`src/rtl/cache_mem_pkg.sv`:
```
// Shared types and constants for the cache line <-> block RAM transfer path.
//   state_e    : controller state (IDLE, WB, FILL, DONE)
//   WE_FULL    : RAM byte-enable pattern for a full-word write
//   *_DEF      : default line geometry used by the top-level parameters
//   line_word(): extracts word i from a packed line at the default geometry
package cache_mem_pkg;

  localparam int unsigned WIDTH_DEF      = 32;
  localparam int unsigned LINE_WORDS_DEF = 8;
  localparam int unsigned OFFS_W_DEF     = $clog2(LINE_WORDS_DEF);

  localparam logic [3:0] WE_FULL = 4'hF;

  typedef enum logic [1:0] {
    IDLE = 2'd0,
    WB   = 2'd1,
    FILL = 2'd2,
    DONE = 2'd3
  } state_e;

  // Word i of a packed line; word 0 occupies the least-significant bits.
  function automatic logic [WIDTH_DEF-1:0] line_word(
    input logic [WIDTH_DEF*LINE_WORDS_DEF-1:0] line,
    input int unsigned                         i
  );
    return line[i*WIDTH_DEF +: WIDTH_DEF];
  endfunction

endpackage

```
`src/rtl/cache_line_mem_ctrl.sv`:
```
// Line-transfer controller between the cache controller and a word-wide
// block RAM. One request at a time; each request may write back a dirty line
// and/or refill a line. Writeback always precedes refill, so a wb+fill of the
// same line returns the freshly written data.
//
// Ports:
//   clk, rst_n                  clock, asynchronous active-low reset
//   req_valid / req_ready       request handshake (ready only when idle)
//   req_wb, req_fill            operations contained in the request
//   wb_line_addr, fill_line_addr line addresses (word address = {line, idx})
//   wb_data                     writeback line, word i at [i*WIDTH +: WIDTH]
//   resp_valid                  one-cycle completion pulse
//   fill_data                   last refilled line, same packing as wb_data
//   mem_ena/wea/addra/dina      RAM port driven by this block
//   mem_douta                   RAM read data, valid in the same cycle
module cache_line_mem_ctrl
  import cache_mem_pkg::*;
#(
  parameter int unsigned WIDTH      = WIDTH_DEF,
  parameter int unsigned ADDR_W     = 14,
  parameter int unsigned LINE_WORDS = LINE_WORDS_DEF,
  localparam int unsigned OFFS_W    = $clog2(LINE_WORDS),
  localparam int unsigned LINE_AW   = ADDR_W - OFFS_W,
  localparam int unsigned LINE_BITS = WIDTH * LINE_WORDS
) (
  input  logic                 clk,
  input  logic                 rst_n,
  input  logic                 req_valid,
  output logic                 req_ready,
  input  logic                 req_wb,
  input  logic                 req_fill,
  input  logic [LINE_AW-1:0]   wb_line_addr,
  input  logic [LINE_AW-1:0]   fill_line_addr,
  input  logic [LINE_BITS-1:0] wb_data,
  output logic                 resp_valid,
  output logic [LINE_BITS-1:0] fill_data,
  output logic                 mem_ena,
  output logic [3:0]           mem_wea,
  output logic [ADDR_W-1:0]    mem_addra,
  output logic [WIDTH-1:0]     mem_dina,
  input  logic [WIDTH-1:0]     mem_douta
);

  localparam logic [OFFS_W-1:0] LAST_IDX = OFFS_W'(LINE_WORDS - 1);

  state_e               state_q, state_d;
  logic [OFFS_W-1:0]    idx_q, idx_d;
  logic                 fill_q;
  logic [LINE_AW-1:0]   wb_line_q, fill_line_q;
  logic [LINE_BITS-1:0] wb_data_q, fill_data_q;

  logic accept;
  assign accept = req_valid && (state_q == IDLE);

  // The writeback flag itself is not stored: leaving IDLE for WB already
  // encodes it, and only the fill flag is needed later (at the end of WB).
  // NOTE: all state uses non-blocking assignments so every register samples
  // the pre-edge values of its inputs, independent of block ordering.
  always_ff @(posedge clk or negedge rst_n) begin
    if (!rst_n) begin
      state_q     <= IDLE;
      idx_q       <= '0;
      fill_q      <= 1'b0;
      wb_line_q   <= '0;
      fill_line_q <= '0;
      // NOTE: the line buffers are plain flops, not RAM, so resetting them is
      // cheap and guarantees mem_dina and fill_data never carry X.
      wb_data_q   <= '0;
      fill_data_q <= '0;
    end else begin
      state_q <= state_d;
      idx_q   <= idx_d;
      if (accept) begin
        fill_q      <= req_fill;
        wb_line_q   <= wb_line_addr;
        fill_line_q <= fill_line_addr;
        wb_data_q   <= wb_data;
      end
      if (state_q == FILL) begin
        fill_data_q[WIDTH*idx_q +: WIDTH] <= mem_douta;
      end
    end
  end

  // Next-state logic. The word counter wraps naturally back to 0 after the
  // last word because LINE_WORDS is a power of two.
  // NOTE: every variable assigned here gets a default first, so no path can
  // leave one unassigned and infer a latch.
  always_comb begin
    state_d = state_q;
    idx_d   = idx_q;
    unique case (state_q)
      IDLE: begin
        if (accept) begin
          if (req_wb)        state_d = WB;
          else if (req_fill) state_d = FILL;
          else               state_d = DONE;
        end
      end
      WB: begin
        idx_d = idx_q + 1'b1;
        if (idx_q == LAST_IDX) state_d = fill_q ? FILL : DONE;
      end
      FILL: begin
        idx_d = idx_q + 1'b1;
        if (idx_q == LAST_IDX) state_d = DONE;
      end
      DONE: state_d = IDLE;
      default: state_d = IDLE;
    endcase
  end

  // RAM port. Outside WB/FILL the address and data are parked at zero, which
  // keeps them stable and defined while the port is disabled.
  always_comb begin
    mem_ena   = 1'b0;
    mem_wea   = 4'h0;
    mem_addra = '0;
    mem_dina  = '0;
    unique case (state_q)
      WB: begin
        mem_ena   = 1'b1;
        mem_wea   = WE_FULL;
        mem_addra = {wb_line_q, idx_q};
        mem_dina  = wb_data_q[WIDTH*idx_q +: WIDTH];
      end
      FILL: begin
        mem_ena   = 1'b1;
        mem_addra = {fill_line_q, idx_q};
      end
      default: ;
    endcase
  end

  assign req_ready  = (state_q == IDLE);
  assign resp_valid = (state_q == DONE);
  assign fill_data  = fill_data_q;

endmodule

```
`config.mk`:
```
export PLATFORM = sky130hd
export DESIGN_NAME = cache_line_mem_ctrl
export DESIGN_NICKNAME = d
export VERILOG_FILES = /design/src/rtl/cache_mem_pkg.sv /design/src/rtl/cache_line_mem_ctrl.sv
export SDC_FILE = /design/constraint.sdc
export NUM_CORES = 1
export LEC_CHECK = 0
export CAP_MARGIN = 10
export CORE_ASPECT_RATIO = 0.7
export CORE_MARGIN = 2
export CORE_UTILIZATION = 40
export CTS_BUF_LIST = sky130_fd_sc_hd__clkbuf_16
export CTS_CLUSTER_SIZE = 10
export DETAILED_ROUTE_END_ITERATION = 8
export PLACE_DENSITY = 0.76
export SLEW_MARGIN = 40
export SYNTH_ARGS = -nofsm -noshare
export SYNTH_HDL_FRONTEND = slang
export SYNTH_SLANG_ARGS = --single-unit
```
`constraint.sdc`:
```
create_clock -name clk -period 3.1 [get_ports clk]
set_input_delay 0.93 -clock clk [delete_from_list [all_inputs] [get_ports clk]]
set_output_delay 0.93 -clock clk [all_outputs]
set_load 0.01 [all_outputs]
```
==> results.yml, run 1 <==
clock_tree:
  cts_made_buffers: 61
  htree_num_levels: 2
  cts_tree: "done"
  clkLatencyLatePin_ps: 600
  clk_path_buf_depth: 3
  clk_pin_slew_worst_paths_ps: 60
  cts_sinks: 540
  root_buffer: "clkbuf_16"
  cts_hold_buf: 0
timing:
  rsz0062_at_grt: "yes"
  holdWs_ps: 293
  fmax_mhz: 307
  fin_setup_tns_ps: -3330
  slew_viol_final: 0
  period_share: 1.05
  hold_viol_final: 0
  finalClockSkew_ps: 17.6
  worstMarginPinSlew_ps: 583
  fin_crit_ps: 3250
  setup_violations: 32
  max-slew-margin-rel: 0.611
  layout_setup_ws_ps: -153
floorplan:
  die_h_um: 207
  die_x_um: 294
  initial_core_util: 0.404
  fp-row-count: 74
  core_um2: 58200
  dieArea_um2: 60800
  pin_count: 624
detailed_routing:
  routed_wl_mm: 79.8
  wire_per_inst_um: 26.3
  via_per_inst: 5.26
  ant_nets: 0
  drtIter0Drc: 961
  vias: 15946
  dr.pass1.iters: 5
  drc_errors: 0
logic_synthesis:
  synthArstFlopShare: 1.00
  syn_area_per_cell_um2: 15.0
  syn_inst: 1571
  synth_edf_count: 0
  ys_seq_area_frac: 0.574
  ys_ff_latch: 540
  syn_area_um2: 23500
  yosysUniqueCellTypes: 32
  synth_ff_type: "dfrtp_1"
  ys.warnings.count: 0
  syn-num-nets: 1897
job:
  cap_violations: 0
place:
  place_congestion: 0.948
  hpwl_mm: 59.5
  io_buffers: 623
  dp_cells: 2927
grt:
  grt_max_degree: 64
  grt_pass1_wl_mm: 114
  antenna_found_initial: 13
  grt_pass1_vias: 16824
  overflow: 0
  grt_usage: 0.257
finish:
  fin_nets: 2573
  final_cells: 3031
  drive_above_1_share: 0.371
  fill_cells: 4564
  area_growth_pct: 41.4
min_path:
  min_path_type: "in2async"
power_and_ir_drop:
  leakage_nw: 14.9
  pwr_density_cell_nw_per_um2: 1000
  ir_drop_mv: 0.544
  power_mw: 33.3
critical_path:
  crit_type: "reg2out"
  worstPathArrival_ps: 2320
  cpMaxStageDelayCell: "dfrtp_4"
  path_buf_inv: 3
  r2r_end: "fill_data[5]"
  critPathRequiredTime_ps: 2170
  cp_cell_sequence: "buf_12 > buf_6 > mux4_2 > nand2_4 > a21boi_2 > buf_2"
  max_stage_delay_ps: 540
  r2r-start: "idx_q[1]"
  reg2reg_depth: 8
  critPathLaunchType: "register"
  worst_path_dominant_cell_family: "flip-flops"
  critPathMaxFanout: 7
  end_kind: "primary output"
  reg2reg_setup_slack_ps: 490
outcome:
  violations: "negative setup slack"
  outcome: "complete, but fails checks"
cell families (layout without fill, tap and decap cells):
logic type | Yosys count | after routing | synth area share
compound gates | 48 | 48 | 0.0149
fa+ha+maj | 11 | 11 | 0.00585
mux | 601 | 601 | 0.326
other cells | 0 | 15 | 0
buf+inv | 140 | 825 | 0.0276
simple gates | 230 | 230 | 0.0506
xor+xnor | 1 | 1 | 0.000372
flops | 540 | 540 | 0.574
registers in the layout, summed over array words and instances (netlist names):
| register | flops |
|---|---|
| fill_data | 256 |
| wb_data_q | 256 |
| fill_line_q | 11 |
| wb_line_q | 11 |
| idx_q | 3 |
| state_q | 2 |
| fill_q | 1 |
cell type report:
cell class,count,area [um^2],share of cell area
inverter,38,143,0.00429
clock buffer,62,1550,0.0466
multi-input combinational,891,9670,0.291
tap,760,951,0.0286
timing repair buffer,715,7330,0.220
clock inverter,10,60.1,0.00181
sequential,540,13500,0.407
antenna,15,37.5,0.00113
routing by layer:
layer,GRT usage,vias up,share of wire
li1,-,6882,-
met1,0.361,8333,0.44
met2,0.377,597,0.45
met3,0.0808,132,0.083
met4,0.0844,2,0.028
met5,0,-,0.00013
synth_stat cells (all sizes together) (2+ instances only):
library cell / count / area, um^2
dfrtp: 540 / 13500
mux2: 503 / 5890
nand2: 101 / 379
and2: 97 / 607
mux4: 64 / 1440
buf: 62 / 357
clkbuf: 40 / 150
inv: 38 / 143
mux2i: 34 / 340
a21boi: 32 / 240
nor2b: 14 / 87.6
a22oi: 11 / 82.6
ha: 11 / 138
nand4: 4 / 25.0
o21ai: 3 / 15.0
nand3: 2 / 10.0
nor2: 2 / 7.51
nor3: 2 / 10.0
nor3b: 2 / 15.0
how the worst max path moves through the flow:
| stage | start | end | slack [ps] | cells after the start |
|---|---|---|---|---|
| after global placement | idx_q[1] | mem_dina[22] | -50 | 6 |
| after global routing | idx_q[1] | mem_dina[30] | -210 | 6 |
| after detailed placement | idx_q[1] | mem_dina[22] | -50 | 6 |
| after CTS | idx_q[1] | mem_dina[20] | -240 | 7 |
| after floorplan | idx_q[0] | fill_data[10] | 470 | 10 |
| final | idx_q[1] | mem_dina[30] | -150 | 6 |
metrics by stage:
stage / cell area (um^2) / utilization / setup WS, ps
after CTS: 33200 / 0.570 / -238
after floorplan: 23500 / - / 474
after detailed placement: 31200 / 0.537 / -47.2
after global routing: 33200 / 0.571 / -207
final: 33300 / 0.571 / -153
after global placement: 31200 / 0.537 / -50.3
layout by cell type (no fill, tap or decap), types with 3 or more instances in the layout:
cell	Yosys	layout
a21boi_0	32	3
a21boi_1	0	6
a21boi_2	0	23
a22oi_1	11	7
a22oi_2	0	4
and2_1	97	97
buf_12	0	35
buf_2	48	31
buf_4	3	41
buf_6	7	10
buf_8	0	5
clkbuf_16	0	62
clkdlybuf4s50_1	0	572
dfrtp_1	540	537
diode_2	0	15
dlygate4sd2_1	0	18
ha_1	11	8
inv_1	38	41
mux2_2	443	443
mux2_4	60	60
mux2i_1	34	34
mux4_2	64	64
nand2_1	101	67
nand2_2	0	26
nand2_4	0	8
nand4_1	4	4
nor2b_1	14	11
nor2b_2	0	3
o21ai_0	3	3
repair_timing:
item                                    CTS  global route
buffers inserted                         15             1
resized for setup                       259            29
endpoints found under the setup margin   48            36
pin swaps                                31            16
gates cloned                              4             0
power breakdown:
group | leakage, nW | internal [mW] | total, mW | switching [mW]
clock | 0.806 | 3.50 | 6.25 | 2.75
sequential | 6.80 | 10.0 | 12.1 | 2.11
combinational | 7.27 | 8.35 | 14.9 | 6.53
total | 14.9 | 21.9 | 33.3 | 11.4
Power figures use the tool's default switching activity.
==> inputs of run 2 (changes only) <==
CTS_CLUSTER_DIAMETER = 100   (was not set)
CTS_CLUSTER_SIZE = 40   (was 10)
==> run 2 against run 1 <==
  * The run still ends with negative setup slack left
  * Wire length is 1.8% lower
  * Sequential share of layout area increased by 1.3 points
  * Global-route usage shrank 0.56 points
  * Clock power decreased by 46%
==> results.yml, run 2 (synthesis gave the netlist of run 1 again) <==
timing:
  fmax_mhz: 307
  holdWs_ps: 282
  slew_viol_final: 0
  setup_violations: 32
  rsz0062_at_grt: "yes"
  layout_setup_ws_ps: -161
  hold_viol_final: 0
  period_share: 1.05
  max-slew-margin-rel: 0.617
  finalClockSkew_ps: 47.0
  worstMarginPinSlew_ps: 575
  fin_setup_tns_ps: -3460
  fin_crit_ps: 3260
finish:
  final_cells: 2980
  fill_cells: 4670
  area_growth_pct: 37.0
  final_common_cell: "clkdlybuf4s50_1"
  drive_above_1_share: 0.360
  mostFrequentLayoutCells: "clkdlybuf4s50_1 (572), dfrtp_1 (537), mux2_2 (443), and2_1 (97), nand2_1 (68)"
  fin_nets: 2533
  final_cell_area_um2: 32200
  finish.utilization: 0.553
min_path:
  min_path_type: "in2async"
clock_tree:
  clkLatencyLatePin_ps: 580
  root_buffer: "clkbuf_16"
  cts_tree: "done"
  clk_path_buf_depth: 3
  cts_made_buffers: 18
  cts_sinks: 540
  htree_num_levels: 1
  cts_hold_buf: 0
  clk_pin_slew_worst_paths_ps: 150
floorplan:
  pin_count: 624
  die_x_um: 294
  fp-row-count: 74
  dieArea_um2: 60800
  core_um2: 58200
  die_h_um: 207
  initial_core_util: 0.404
critical_path:
  worstPathArrival_ps: 2330
  reg2reg_setup_slack_ps: 490
  end_kind: "primary output"
  critPathMaxFanout: 7
  critPathRequiredTime_ps: 2170
  crit_type: "reg2out"
  critPathLaunchType: "register"
place:
  pre_cts_ws_ps: -47.2
  dp_cells: 2927
  hpwl_mm: 59.5
  place_congestion: 0.948
  io_buffers: 623
  dpl_cell_area_um2: 31200
detailed_routing:
  ant_nets: 0
  via_per_inst: 5.30
  wire_per_inst_um: 26.3
  vias: 15786
  dr.pass1.iters: 5
  routed_wl_mm: 78.4
  drtIter0Drc: 1033
  drc_errors: 0
grt:
  grt_max_degree: 64
  grt_usage: 0.251
  overflow: 0
  antenna_found_initial: 15
  grt_pass1_vias: 16246
  grt_pass1_wl_mm: 112
power_and_ir_drop:
  power_mw: 30.4
  leakage_nw: 14.4
  ir_drop_mv: 0.597
  pwr_density_cell_nw_per_um2: 942
job:
  cap_violations: 0
outcome:
  violations: "negative setup slack"
  outcome: "complete, but fails checks"
==> run 2: changes by cell type in the layout (fill, tap and decap cells not counted), moves of 2 or more <==
cell,before,now
inv_1,41,36
dlymetal6s2s_1,0,5
diode_2,15,11
a21boi_2,23,21
a21boi_1,6,8
clkinv_2,2,0
nand2_2,26,28
nand2_4,8,5
clkbuf_2,0,2
buf_4,41,43
dlygate4sd2_1,18,11
clkinvlp_4,2,0
clkbuf_16,62,19
==> run 2: worst paths after layout <==
kind                           startpoint              to  depth (start not counted)
hold reg to reg            wb_data_q[117]  wb_data_q[117]                          1
hold / removal                      rst_n  wb_data_q[173]                          1
setup reg to reg                 idx_q[1]    fill_data[5]                          8
min in group clk           wb_data_q[117]  wb_data_q[117]                          1
setup / recovery                 idx_q[1]     mem_dina[1]                          7
max in group asynchronous           rst_n   fill_data[63]                          3
==> run 2: per-layer routing <==
| layer | wire length, um | GRT usage | part of all wire | vias up |
|---|---|---|---|---|
| li1 | - | - | - | 6772 |
| met1 | 34900 | 0.363 | 0.45 | 8364 |
| met2 | 35200 | 0.372 | 0.45 | 545 |
| met3 | 6120 | 0.0670 | 0.078 | 101 |
| met4 | 2130 | 0.0731 | 0.027 | 4 |
| met5 | 23 | 0 | 0.00029 | - |
==> run 2: report_power, final <==
group	switching, mW	total, mW	leakage [nW]	internal [mW]
Combinational	6.48	14.9	7.33	8.41
Sequential	2.10	12.1	6.80	9.96
Clock	2.23	3.39	0.260	1.16
Total	10.8	30.4	14.4	19.5
==> run 2: cell type report <==
class	count	area, um^2	area share
Tap cell	760	951	0.0295
Timing Repair Buffer	718	7390	0.229
Multi-Input combinational cell	891	9640	0.299
Inverter	38	143	0.00443
Antenna cell	11	27.5	0.000854
Clock buffer	19	475	0.0148
Clock inverter	3	62.6	0.00194
Sequential cell	540	13500	0.420
==> run 2: worst max-delay path, cell delays in order, from the launching register on <==
cell	delay [ps]
dfrtp_4	570
buf_12	180
buf_8	130
buf_6	90
mux4_2	490
nand2_2	90
a21boi_2	60
buf_2	140
==> run 2: timing repair <==
action	CTS	global route
gates cloned	5	0
setup endpoints to repair	48	43
pin swaps	32	4
buffers inserted	17	0
gates resized for setup	252	34
